**src/rtl/hazard_stall_ctrl.sv**
```systemverilog
// Pipeline hazard controller: load-use and multiply stalls, multiply tracking,
// taken-branch flush sequencing, and a saturating stall-cycle counter.
module hazard_stall_ctrl #(
  parameter int REG_AW    = 4,
  parameter int MUL_LAT   = 3,
  parameter int FLUSH_CYC = 2,
  parameter int CNT_W     = 16
) (
  input  logic              clk,
  input  logic              rst,
  input  logic              id_valid,
  input  logic [REG_AW-1:0] id_rs,
  input  logic [REG_AW-1:0] id_rt,
  input  logic              id_uses_rt,
  input  logic              id_is_mul,
  input  logic              ex_memread,
  input  logic [REG_AW-1:0] ex_rd,
  input  logic              mul_start,
  input  logic [REG_AW-1:0] mul_rd,
  input  logic              branch_taken,
  output logic              pc_write,
  output logic              ifid_write,
  output logic              idex_bubble,
  output logic              ifid_flush,
  output logic              mul_busy,
  output logic              mul_done,
  output logic [1:0]        state,
  output logic [CNT_W-1:0]  stall_count
);

  localparam int MCW = $clog2(MUL_LAT + 1);
  localparam int FCW = $clog2(FLUSH_CYC + 1);

  typedef enum logic [1:0] {
    ST_RUN      = 2'd0,
    ST_MUL_WAIT = 2'd1,
    ST_FLUSH    = 2'd2,
    ST_BAD      = 2'd3
  } state_t;

  state_t             state_q, state_d;
  logic [MCW-1:0]     mul_cnt_q, mul_cnt_d;
  logic [REG_AW-1:0]  mul_rd_q, mul_rd_d;
  logic [FCW-1:0]     flush_cnt_q, flush_cnt_d;
  logic [CNT_W-1:0]   stall_cnt_q, stall_cnt_d;
  logic               load_haz;
  logic               mul_haz;

  // Register zero is hardwired, so a write to it can never create a dependency.
  function automatic logic reg_match(input logic [REG_AW-1:0] r,
                                     input logic              valid,
                                     input logic [REG_AW-1:0] rs,
                                     input logic [REG_AW-1:0] rt,
                                     input logic              uses_rt);
    return valid && (r != '0) && ((r == rs) || (uses_rt && (r == rt)));
  endfunction

  assign mul_busy    = (mul_cnt_q != '0);
  assign mul_done    = (mul_cnt_q == MCW'(1));
  assign load_haz    = ex_memread && reg_match(ex_rd, id_valid, id_rs, id_rt, id_uses_rt);
  assign mul_haz     = mul_busy && id_valid &&
                       (reg_match(mul_rd_q, id_valid, id_rs, id_rt, id_uses_rt) || id_is_mul);
  assign state       = state_q;
  assign stall_count = stall_cnt_q;

  always_comb begin
    mul_rd_d  = mul_rd_q;
    mul_cnt_d = mul_cnt_q;
    if (mul_start) begin
      mul_cnt_d = MCW'(MUL_LAT);
      mul_rd_d  = mul_rd;
    end else if (mul_cnt_q != '0) begin
      mul_cnt_d = mul_cnt_q - MCW'(1);
    end
  end

  // Outputs are forced to their idle values while reset is held.
  always_comb begin
    state_d     = state_q;
    flush_cnt_d = flush_cnt_q;
    pc_write    = 1'b1;
    ifid_write  = 1'b1;
    idex_bubble = 1'b0;
    ifid_flush  = 1'b0;
    if (!rst) begin
      unique case (state_q)
        ST_RUN: begin
          if (branch_taken) begin
            ifid_flush  = 1'b1;
            idex_bubble = 1'b1;
            if (FLUSH_CYC > 1) begin
              state_d     = ST_FLUSH;
              flush_cnt_d = FCW'(FLUSH_CYC - 1);
            end
          end else if (load_haz) begin
            pc_write    = 1'b0;
            ifid_write  = 1'b0;
            idex_bubble = 1'b1;
          end else if (mul_haz) begin
            pc_write    = 1'b0;
            ifid_write  = 1'b0;
            idex_bubble = 1'b1;
            if (!mul_done) state_d = ST_MUL_WAIT;
          end
        end
        ST_MUL_WAIT: begin
          if (branch_taken) begin
            ifid_flush  = 1'b1;
            idex_bubble = 1'b1;
            if (FLUSH_CYC > 1) begin
              state_d     = ST_FLUSH;
              flush_cnt_d = FCW'(FLUSH_CYC - 1);
            end else begin
              state_d = ST_RUN;
            end
          end else begin
            pc_write    = 1'b0;
            ifid_write  = 1'b0;
            idex_bubble = 1'b1;
            if (mul_done) state_d = ST_RUN;
          end
        end
        ST_FLUSH: begin
          ifid_flush  = 1'b1;
          idex_bubble = 1'b1;
          if (branch_taken) begin
            flush_cnt_d = FCW'(FLUSH_CYC - 1);
          end else begin
            flush_cnt_d = flush_cnt_q - FCW'(1);
            if (flush_cnt_q == FCW'(1)) state_d = ST_RUN;
          end
        end
        default: state_d = ST_RUN;
      endcase
    end
  end

  always_comb begin
    stall_cnt_d = stall_cnt_q;
    if (!pc_write && (stall_cnt_q != '1)) stall_cnt_d = stall_cnt_q + CNT_W'(1);
  end

  always_ff @(posedge clk or posedge rst) begin
    if (rst) begin
      state_q     <= ST_RUN;
      mul_cnt_q   <= '0;
      mul_rd_q    <= '0;
      flush_cnt_q <= '0;
      stall_cnt_q <= '0;
    end else begin
      state_q     <= state_d;
      mul_cnt_q   <= mul_cnt_d;
      mul_rd_q    <= mul_rd_d;
      flush_cnt_q <= flush_cnt_d;
      stall_cnt_q <= stall_cnt_d;
    end
  end

endmodule

```
**config.mk**
```make
export PLATFORM = sky130hd
export DESIGN_NAME = hazard_stall_ctrl
export DESIGN_NICKNAME = d
export VERILOG_FILES = /design/src/rtl/hazard_stall_ctrl.sv
export SDC_FILE = /design/constraint.sdc
export NUM_CORES = 1
export LEC_CHECK = 0
export CAP_MARGIN = 20
export CORE_UTILIZATION = 53
export CTS_CLUSTER_DIAMETER = 40
export CTS_CLUSTER_SIZE = 20
export DETAILED_ROUTE_END_ITERATION = 7
export DONT_BUFFER_PORTS = 1
export PLACE_DENSITY = 0.75
export SETUP_SLACK_MARGIN = 0.05
export SLEW_MARGIN = 10
export SYNTH_ARGS = -nofsm -noshare
export SYNTH_HDL_FRONTEND = slang
export SYNTH_SLANG_ARGS = --single-unit
```
**constraint.sdc**
```tcl
create_clock -name clk -period 4.95 [get_ports clk]
set_clock_uncertainty 0.05 [all_clocks]
set_input_delay 0.495 -clock clk [delete_from_list [all_inputs] [get_ports clk]]
set_output_delay 0.495 -clock clk [all_outputs]
set_load 0.01 [all_outputs]
```
Yosys cells after proc, flatten, opt, wreduce, memory -nomap -nowiden

Index checks and enable logic that the tools add are counted.

Reduce and logical (&&, ||, !) cells: 24
Order comparisons: 0
Add/subtract/negate cells: 3
Bitwise gates (word level): 1
Muxes and demuxes: 27
Equal/unequal tests: 16
Shifts and indexed selects: 0
Div/mod/pow operators: 0
Multipliers: 0

Operator list:

| cell                                              | count |
|---|---|
| 2-to-1 mux 2 bit                                  | 12 |
| adder 16 x 1 -> 16 bit (second input constant)    | 1 |
| == test 4 bit                                     | 4 |
| != test 16 bit (second input constant)            | 1 |
| != test 3 bit (second input constant)             | 4 |
| logical AND 1 bit                                 | 10 |
| 2-to-1 mux 1 bit                                  | 10 |
| nonzero test 4 bit                                | 2 |
| AND reduction 7 bit                               | 1 |
| == test 2 x 1 -> 1 bit (second input constant)    | 3 |
| one-hot mux 1 bit (2 select lines)                | 3 |
| one-hot mux 2 bit (3 select lines)                | 1 |
| nonzero test 2 bit                                | 3 |
| != test 2 bit (second input constant)             | 2 |
| one-hot mux 2 bit (2 select lines)                | 1 |
| OR reduction 2 bit                                | 2 |
| subtractor 2 x 1 -> 2 bit (second input constant) | 2 |
| logical OR 1 bit                                  | 3 |
| AND reduction 3 bit                               | 1 |
| == test 2 bit (second input constant)             | 1 |
| logical NOT 2 bit                                 | 1 |
| != test 2 x 1 -> 1 bit (second input constant)    | 1 |
| logical NOT 1 bit                                 | 1 |
| inverter 1 bit                                    | 1 |

Latch bits: 0
Memories: 0
Output and inout bits: 24
Register bits after elaboration: 26
Input port bits: 24
Memory bits (read-only): 0
Memory bits (writable): 0
Word-level logic and storage cells: 76

Longest topological paths before layout

Depth in word-level cells: 13
Depth in mapped cells: 8
Depth with buffers taken out: 7

Worst setup path before layout

No wires, ideal clock.

Kind: flip-flop to output port
Start point: register mul_rd_q[3]
End point: output pc_write
Stages on the path, launching flop included: 7
Arrival time: 1,991 ps
Buffers on the path: 2
Required time: 4,405 ps
Path slack: 2,414 ps
Cell sequence: dfrtp_1 or3_1 o311a_1 a221oi_4 buf_6 nand2b_1 buf_4

Cells in the longest elaborated chain, start to end: 11

Ends and longest elaborated chain:

| element                              | line | RTL |
|---|---|---|
| start: declaration                   | 43   | `logic [REG_AW-1:0] mul_rd_q, mul_rd_d;` |
| start signal: assignment             | 153  | `mul_rd_q <= mul_rd_d;` |
| == test 4 bit                        | 55   | `return valid && (r != '0) && ((r == rs) \|\| (uses_rt && (r == rt)));` |
| logical AND 1 bit                    | 55   |  |
| logical OR 1 bit                     | 55   |  |
| logical AND 1 bit *                  | 55   |  |
| logical OR 1 bit *                   | 62   | `(reg_match(mul_rd_q, id_valid, id_rs, id_rt, id_uses_rt) \|\| id_is_mul);` |
| logical AND 1 bit *                  | 61   | `assign mul_haz = mul_busy && id_valid &&` |
| 2-to-1 mux 1 bit * (3 in a row)      | n/a  |  |
| one-hot mux 1 bit (2 select lines) * | n/a  |  |
| 2-to-1 mux 1 bit *                   | n/a  |  |
| end: declaration                     | 21   | `output logic pc_write,` |

Every way passes the cells marked *; elsewhere a longest branch is shown, timed or not.

Worst setup path in the final report

Start point: register mul_rd_q[3]
End point: output ifid_write

Cells in the longest elaborated chain, start to end: 11

Ends and longest elaborated chain:

| element                              | line | RTL |
|---|---|---|
| == test 4 bit                        | 55   |  |
| logical AND 1 bit                    | 55   |  |
| logical OR 1 bit                     | 55   |  |
| logical AND 1 bit *                  | 55   |  |
| logical OR 1 bit *                   | 62   |  |
| logical AND 1 bit *                  | 61   |  |
| 2-to-1 mux 1 bit *                   | 99   | `end else if (mul_haz) begin` |
| 2-to-1 mux 1 bit *                   | 95   | `end else if (load_haz) begin` |
| 2-to-1 mux 1 bit *                   | 88   | `if (branch_taken) begin` |
| one-hot mux 1 bit (2 select lines) * | 86   | `unique case (state_q)` |
| 2-to-1 mux 1 bit *                   | 85   | `if (!rst) begin` |
| end: declaration                     | 22   | `output logic ifid_write,` |

Marked as above.

==> flow_summary.ini <==
[run_status]
status = finished, final reports clean

[cts]
clock-sinks = 26
clk_pin_slew_worst_paths_ns = 0.14
cts_tree = done
cts_root_buf = clkbuf_4
post_cts_resize_count = 0
clock_latency_ns = 0.32
h-tree-depth = 1
numCtsBuffers = 3
cts.path.max_buffers = 2

[logic_synthesis]
mappedNetlistNets = 196
ys.flop_type = dfrtp_1
syn_inst = 164
syn_area_mm2 = 0.00167
synth_seq_cells = 26
yosysTopAreaCell = dfrtp_1
ys_seq_area_share_pct = 38.9
synth_top_area_share_pct = 38.9
ys_warn_count = 0
post_synth.cell_area_avg_um2 = 10.2
synth-edff-count = 0
synth_async_sr_flop_share_pct = 100
synth.distinct_cells = 42
synth_area_leaders = dfrtp_1 (39%), xor2_1 (11%), ha_1 (6.0%)

[sta]
setup_viol = 0
slew_violations = 0
setup_tns_ns = 0
period_minus_slack_ns = 3.06
fin_crit_sh_pct = 61.9
hold_viol_final = 0
fmax_mhz = 327
rsz0062_at_grt = false
max_slew.worst_pin.slew_ns = 0.797
relSlewSlack_pct = 46.5

[pwr]
irDropWorstVdd_mv = 0.291
p_leak_nw = 0.792
powerDensity_mw_per_mm2 = 371
total_power_uw = 658

[route]
dr.first_iter.drc_count = 50
wl_mm = 3.44
wl_met2_mm = 1.73
wl_met3_um = 141
top_layer = met4
vias = 1275
drc = 0
wl_per_cell_um = 16.4
first_pass_iters = 6
wl_met1_mm = 1.47
antenna_left = 0
via_per_inst = 6.07

[global_routing]
grt_overflow = 0
grt_pass1_vias = 1325
antenna_found_initial = 0
grt_pass1_wl_mm = 5.82
groute.usage.overall_pct = 22.5
grt_max_degree = 27

[die]
core_mm2 = 0.00303
floorplan.initialDensity_pct = 55.2
dieArea_mm2 = 0.00338
fp.dieH_um = 58.2
io_pins = 48
fp-row-count = 20
die_w_um = 58.2

[flow_run]
cap_violations = 0

[finish]
drive_gt1_share_pct = 9.64
final_util_pct = 58.6
fill_cells = 265
area_growth_pct = 6.13
num_antenna_cells = 0
final_nets = 199

[critical_path]
criticalPathCategory = reg -> out
critPathArrivalTime_ns = 2.52
endpoint_kind = output port
start_kind = register
cp.required_ns = 4.41
worstPathMaxFanout = 16

[place]
post-dp-hpwl_mm = 2.64
portBuffers = 0
routabilityCongestion = 0.862

[worst_hold_path]
hold_path.class = in -> reg
cells in the mapped netlist, types with 2 or more instances:
master	n
a211oi_1	2
a21oi_1	2
dfrtp_1	26
ha_1	8
inv_1	9
mux2_2	4
nand2_1	5
nand2b_1	3
nand3_1	14
nand4_1	5
nor2_1	7
nor2b_1	2
nor3_1	9
nor4_1	4
nor4b_1	2
o21a_1	3
o21ai_0	2
o41ai_2	2
or3_1	2
xnor2_1	11
xor2_1	21
stage by stage:
| stage | std cells | setup slack [ns] | cell area [µm²] | hold WS [ns] |
|---|---|---|---|---|
| after floorplan | 164 | 2.41 | 1670 | 0.442 |
| after global placement | 204 | 2.33 | 1700 | 0.456 |
| after detailed placement | 204 | 2.26 | 1700 | 0.472 |
| after CTS | 208 | 1.88 | 1740 | 0.211 |
| after global routing | 210 | 1.76 | 1780 | 0.211 |
| final | 210 | 1.89 | 1780 | 0.222 |
layout by cell type (no fill, tap or decap), types with 2 or more instances in the layout:
master and n:
dfrtp_1 26, xor2_1 21, nand3_1 14, xnor2_1 11, inv_1 9, nor3_1 9
ha_1 8, nor2_1 7, nand2_1 5, nand4_1 5, nor4_1 4, mux2_2 4
nand2b_1 3, o21a_1 3, clkbuf_4 3, o41ai_2 2, or3_1 2, a211oi_1 2
nor2b_1 2, o21ai_0 2, a21oi_1 2, nor4b_1 2
state kept, by name, summed over array words and instances, names as in the netlist:
name,flops
flush_cnt_q,2
mul_rd_q,4
mul_cnt_q,2
state,2
stall_count,16
final cells by class:
cell class / count / area (µm²) / share of cell area (%)
Multi-Input combinational cell: 125 / 962 / 54.2
Inverter: 9 / 33.8 / 1.90
Sequential cell: 26 / 651 / 36.6
Clock buffer: 4 / 36.3 / 2.04
Timing Repair Buffer: 2 / 37.5 / 2.11
Tap cell: 44 / 55.1 / 3.10
cells by family (layout without fill, tap and decap cells):
family / after synthesis / after routing / share of synthesized area (%)
simple gates: 60 / 60 / 20.0
xor+xnor: 32 / 32 / 16.8
flops: 26 / 26 / 38.9
compound gates: 19 / 19 / 10.5
buf+inv: 13 / 15 / 3.59
fa+ha+maj: 8 / 8 / 5.98
mux: 6 / 6 / 4.19
layer usage:
layer | up-vias | track usage (%)
li1 | 590 | -
met2 | 34 | 36.8
met3 | 10 | 5.13
met4 | 0 | 12.6
met1 | 641 | 27.5
met5 | - | 0
worst max-delay path, stage by stage (launching register included):
cell and delay [ns]:
dfrtp_1 0.44, or3_1 0.38, o311a_1 0.36, a221oi_4 0.68, nand2b_1 0.32
power by group:
group	internal (mW)	switching (mW)	total (mW)
Clock	0.0450	0.0611	0.106
Combinational	0.101	0.142	0.244
Sequential	0.249	0.0595	0.308
worst paths after layout:
kind                                startpoint               to  slack, ns  cells past startpoint
worst min register to register  flush_cnt_q[0]   flush_cnt_q[0]       0.49                      1
worst min-delay path                 mul_start     mul_cnt_q[1]       0.22                      1
max in group asynchronous                  rst  stall_count[13]       3.98                      3
worst max register to register     mul_rd_q[3]   stall_count[1]       2.44                      5
worst max-delay path               mul_rd_q[3]       ifid_write       1.89                      4
min in group asynchronous                  rst         state[0]       0.49                      2
timing repair:
item | CTS | global route
hold buffers | 0 | 1
endpoints found under the hold margin | 0 | 3
setup endpoints to repair | 0 | 0
setup buffers | 0 | 0
Note: power is estimated with default switching activity, not from simulation.
==> variant 1 (same flow settings) <==
Reset style: synchronous (`rst`), changed in one clocked block.
--- a/src/rtl/hazard_stall_ctrl.sv
+++ b/src/rtl/hazard_stall_ctrl.sv
@@ -142,3 +142,3 @@
 
-  always_ff @(posedge clk or posedge rst) begin
+  always_ff @(posedge clk) begin
     if (rst) begin
Check against the original RTL: differs if rst is asserted again (counterexample within 4 cycles, from zero or initial values and one cycle with rst high); with rst held inactive, the same outputs for 10 cycles.
==> variant 1 against the original RTL <==
Worst setup slack worse by 34 ps; cell area shrank 2.5%; synthesized area up 1.9%; routed wire length increased by 3.5%; sequential cell count is the same; via count grew 11%.
Power is not compared: it rests on default switching activity, and its combinational part moved more than twofold at a synthesized area within 25%.
==> variant 1: results <==
[cts]
cts_setup_buffers = 0
root_buffer = "clkbuf_4"

[grt]
antenna_found_initial = 0
grt_pass1_vias = 1342
use_met2 = 0.391
grtUsageMet1 = 0.263
grt_max_degree = 30
grt_util_met3 = 0.0396
grt_pass1_wl_mm = 5.80
grt.total_usage = 0.218

[sta]
layout_min_cycle_time_ps = 3100
fin_hold_ws_ps = 178
worst_pin_slew_ps = 871

[place]
place_hpwl_mm = 2.76
placed_area_sq_mm = 0.00171
place.gp.congestion = 0.892
pre_cts_ws_ps = 2210

[critical_path]
cp_top_family = "compound AO/OA/AOI/OAI gates"
slowest_delay_ps = 780
cp.arrival_ps = 2550
cp_max_fo = 25

[yosys]
synth_seq_area_share = 0.305
synthTopCellsByCount = "dfxtp_1 (26), nor2_1 (22), nand2_1 (14), xnor2_1 (11), a21oi_1 (10)"
yosysUniqueCellTypes = 46
synth-adder-area-share = 0.0587
avgSynthCellArea_sq_um = 8.56
synthMuxAreaShare = 0.0903
synth-main-ff-cell = "dfxtp_1"
syn_nets = 231
async_flop_share = 0
synth_xor_area_frac = 0.0874
synth-compound-area-share = 0.151
ys_top_cells_by_area = "dfxtp_1 (31%), ha_1 (5.9%), xnor2_1 (5.7%)"

[route]
dr.pass1.iters = 4
num_vias = 1416
dr_wl_met3_um = 178
met1_length_mm = 1.59
routed_wl_mm = 3.56
dr.first_iter.drc_count = 69
wl_per_cell_um = 15.0
wl_met2_mm = 1.75

[pwr]
power_uw = 401
ir_worst_vdd_mv = 0.147
powerComb_uw = 88.9

[status]
status = "complete, no violations"

[final_layout]
fillers = 299
drive_gt1_frac = 0.0622
[variant 1: changes by cell type after synthesis, moves of 8 or more]
| cell | before | now |
|---|---|---|
| a21oi_1 | 2 | 10 |
| dfrtp_1 | 26 | 0 |
| dfxtp_1 | 0 | 26 |
| mux2i_1 | 1 | 9 |
| nand2_1 | 5 | 14 |
| nor2_1 | 7 | 22 |
| xor2_1 | 21 | 6 |
[variant 1: worst paths after layout]
path	start	end	depth (start not counted)
setup / recovery	mul_rd_q[0]$_SDFFE_PP0P_	ifid_write	4
hold / removal	rst	stall_count[6]$_SDFFE_PP0P_	1
setup reg to reg	state[1]$_SDFFE_PP0P_	stall_count[8]$_SDFFE_PP0P_	7
hold reg to reg	flush_cnt_q[0]$_SDFFE_PP0P_	flush_cnt_q[0]$_SDFFE_PP0P_	1
[variant 1: area by class of cell]
class                   count  area, sq um  area share
clock buffers               3         22.5      0.0130
inverters                   8         30.0      0.0173
multi-input cells         156         1100       0.637
flip-flops and latches     26          520       0.301
well taps                  44         55.1      0.0318
==> variant 2 (config.mk and constraints unchanged) <==
Made on the original files. Set the parameter `FLUSH_CYC` to 1 (it was 2).
--- a/src/rtl/hazard_stall_ctrl.sv
+++ b/src/rtl/hazard_stall_ctrl.sv
@@ -5,3 +5,3 @@
   parameter int MUL_LAT   = 3,
-  parameter int FLUSH_CYC = 2,
+  parameter int FLUSH_CYC = 1,
   parameter int CNT_W     = 16
Function: changed (a bounded check fails within 4 cycles, from zero or initial values and one cycle with rst high).
==> variant 2 against the original RTL <==
Die area fell by 17%; routed wire length fell by 24%; cell area fell by 21%; sequential cell count fell by 3; synthesized area fell by 18%; worst hold slack got worse by 38 ps; count of clock-buffer cells in the layout did not move; register-to-register slack improved by 220 ps; first-iteration DRC count fell by 64%; worst setup slack improved by 480 ps.
Power is not compared: it rests on default switching activity, and its combinational part moved more than twofold at a synthesized area within 25%.
==> variant 2: results <==
[cts]
clock_path_buffers = 2
h-tree-depth = 1
root_buffer = "clkbuf_4"
clk_latency_ps = 300
cts.reportedPaths.clkPinSlew_ps = 110

[final_layout]
fillers = 227
seq_area_frac = 0.408
drive_gt1_frac = 0.109
clock_buffers = 4
multi_input_cells = 97
num-nonclk-buffers = 0
inverters = 4
multi_input_area_sq_um = 756
finalNonFillerCells = 158
non_clock_buffer_area_share = 0
clk_share = 0.0186
antennaDiodeCount = 0

[yosys]
synthTopCellsByCount = "dfrtp_1 (23), xnor2_1 (22), nand4_1 (11), xor2_1 (8)"
synth_warnings = 0
ys_seq_elements = 23
async_flop_share = 1.00
synth_seq_area_share = 0.417
synth_xor_area_frac = 0.190
yosysUniqueCellTypes = 31
ys_top_cells_by_area = "dfrtp_1 (42%), xnor2_1 (14%), xor2_1 (5.1%)"
avgSynthCellArea_sq_um = 10.6
synth-adder-area-share = 0.0272
synth-compound-area-share = 0.0417
synthMuxAreaShare = 0.0671

[grt]
grt_pass1_wl_mm = 4.35
grt_max_degree = 24
grt.total_usage = 0.215
grt_pass1_vias = 1019

[place]
place.gp.congestion = 0.749
dp_cells = 154
place_hpwl_mm = 2.04
port_buffers = 0

[route]
dr_wl_met3_um = 201
dr.pass1.iters = 4
via_per_inst = 6.09
met1_length_mm = 1.01
dr.first_iter.drc_count = 18
wl_per_cell_um = 16.4
wl_met2_mm = 1.36

[pwr]
p_sw_uw = 142
p_leak_uw = 0.000591

[critical_path]
r2r_slack_ps = 2660
cp.arrival_ps = 2030
r2r-end = "stall_count[1]$_DFFE_PP0P_"
r2r-start = "stall_count[3]$_DFFE_PP0P_"
cp_max_fo = 17
r2r_cells = 6

[min_path]
hold_class = "in -> async"

[sta]
worst_pin_slew_ps = 836
finalSetupTns_ps = 0

[status]
status = "complete, no violations"
## variant 2: changes by cell type after synthesis, moves of 3 or more
cell     unedited run  this run
nand4_1             5        11
nand3_1            14         7
dfrtp_1            26        23
nor4_1              4         0
o21a_1              3         0
xor2_1             21         8
xnor2_1            11        22
nor3_1              9         0
inv_1               9         4
and3_1              1         5
ha_1                8         3
## variant 2: power groups by stage
stage	Sequential [uW]	Clock, uW	Combinational, uW
after floorplan	250	0	87.8
after global placement	257	0	92.8
after detailed placement	258	0	100
after CTS	255	87.6	100
after global routing	261	94.9	114
final	255	82.9	98.2
## variant 2: per-stage QoR
stage | power (uW) | instance area [sq um] | hold slack, ps | setup WS, ps
after detailed placement | 359 | 1380 | 501 | 2660
after global routing | 469 | 1410 | 232 | 2220
after CTS | 443 | 1410 | 212 | 2340
final | 436 | 1410 | 184 | 2370
after floorplan | 338 | 1380 | 447 | 2670
after global placement | 350 | 1380 | 484 | 2720
## variant 2: how the worst max path moves through the flow
stage | slack (ps) | start | depth (start not counted) | endpoint
finish | 2370 | mul_rd_q[0]$_DFFE_PP0P_ | 6 | idex_bubble
global route | 2220 | mul_rd_q[1]$_DFFE_PP0P_ | 6 | idex_bubble
CTS | 2340 | mul_rd_q[0]$_DFFE_PP0P_ | 6 | idex_bubble
detailed placement | 2660 | id_rt[1] | 6 | idex_bubble
global placement | 2720 | id_rt[1] | 6 | idex_bubble
floorplan | 2670 | id_rt[1] | 7 | pc_write
## variant 2: worst max-delay path, cell delays in order, from the launching register on
cell and delay, ps:
dfrtp_1 450, xor2_1 200, o41ai_2 390, o2111ai_2 210, nand3b_4 230, nor2_1 60, nor2_1 180
## variant 2: layer usage
layer,track usage,vias to the layer above
li1,-,450
met3,0.0517,5
met1,0.231,474
met4,0.0658,0
met5,0,-
met2,0.405,34
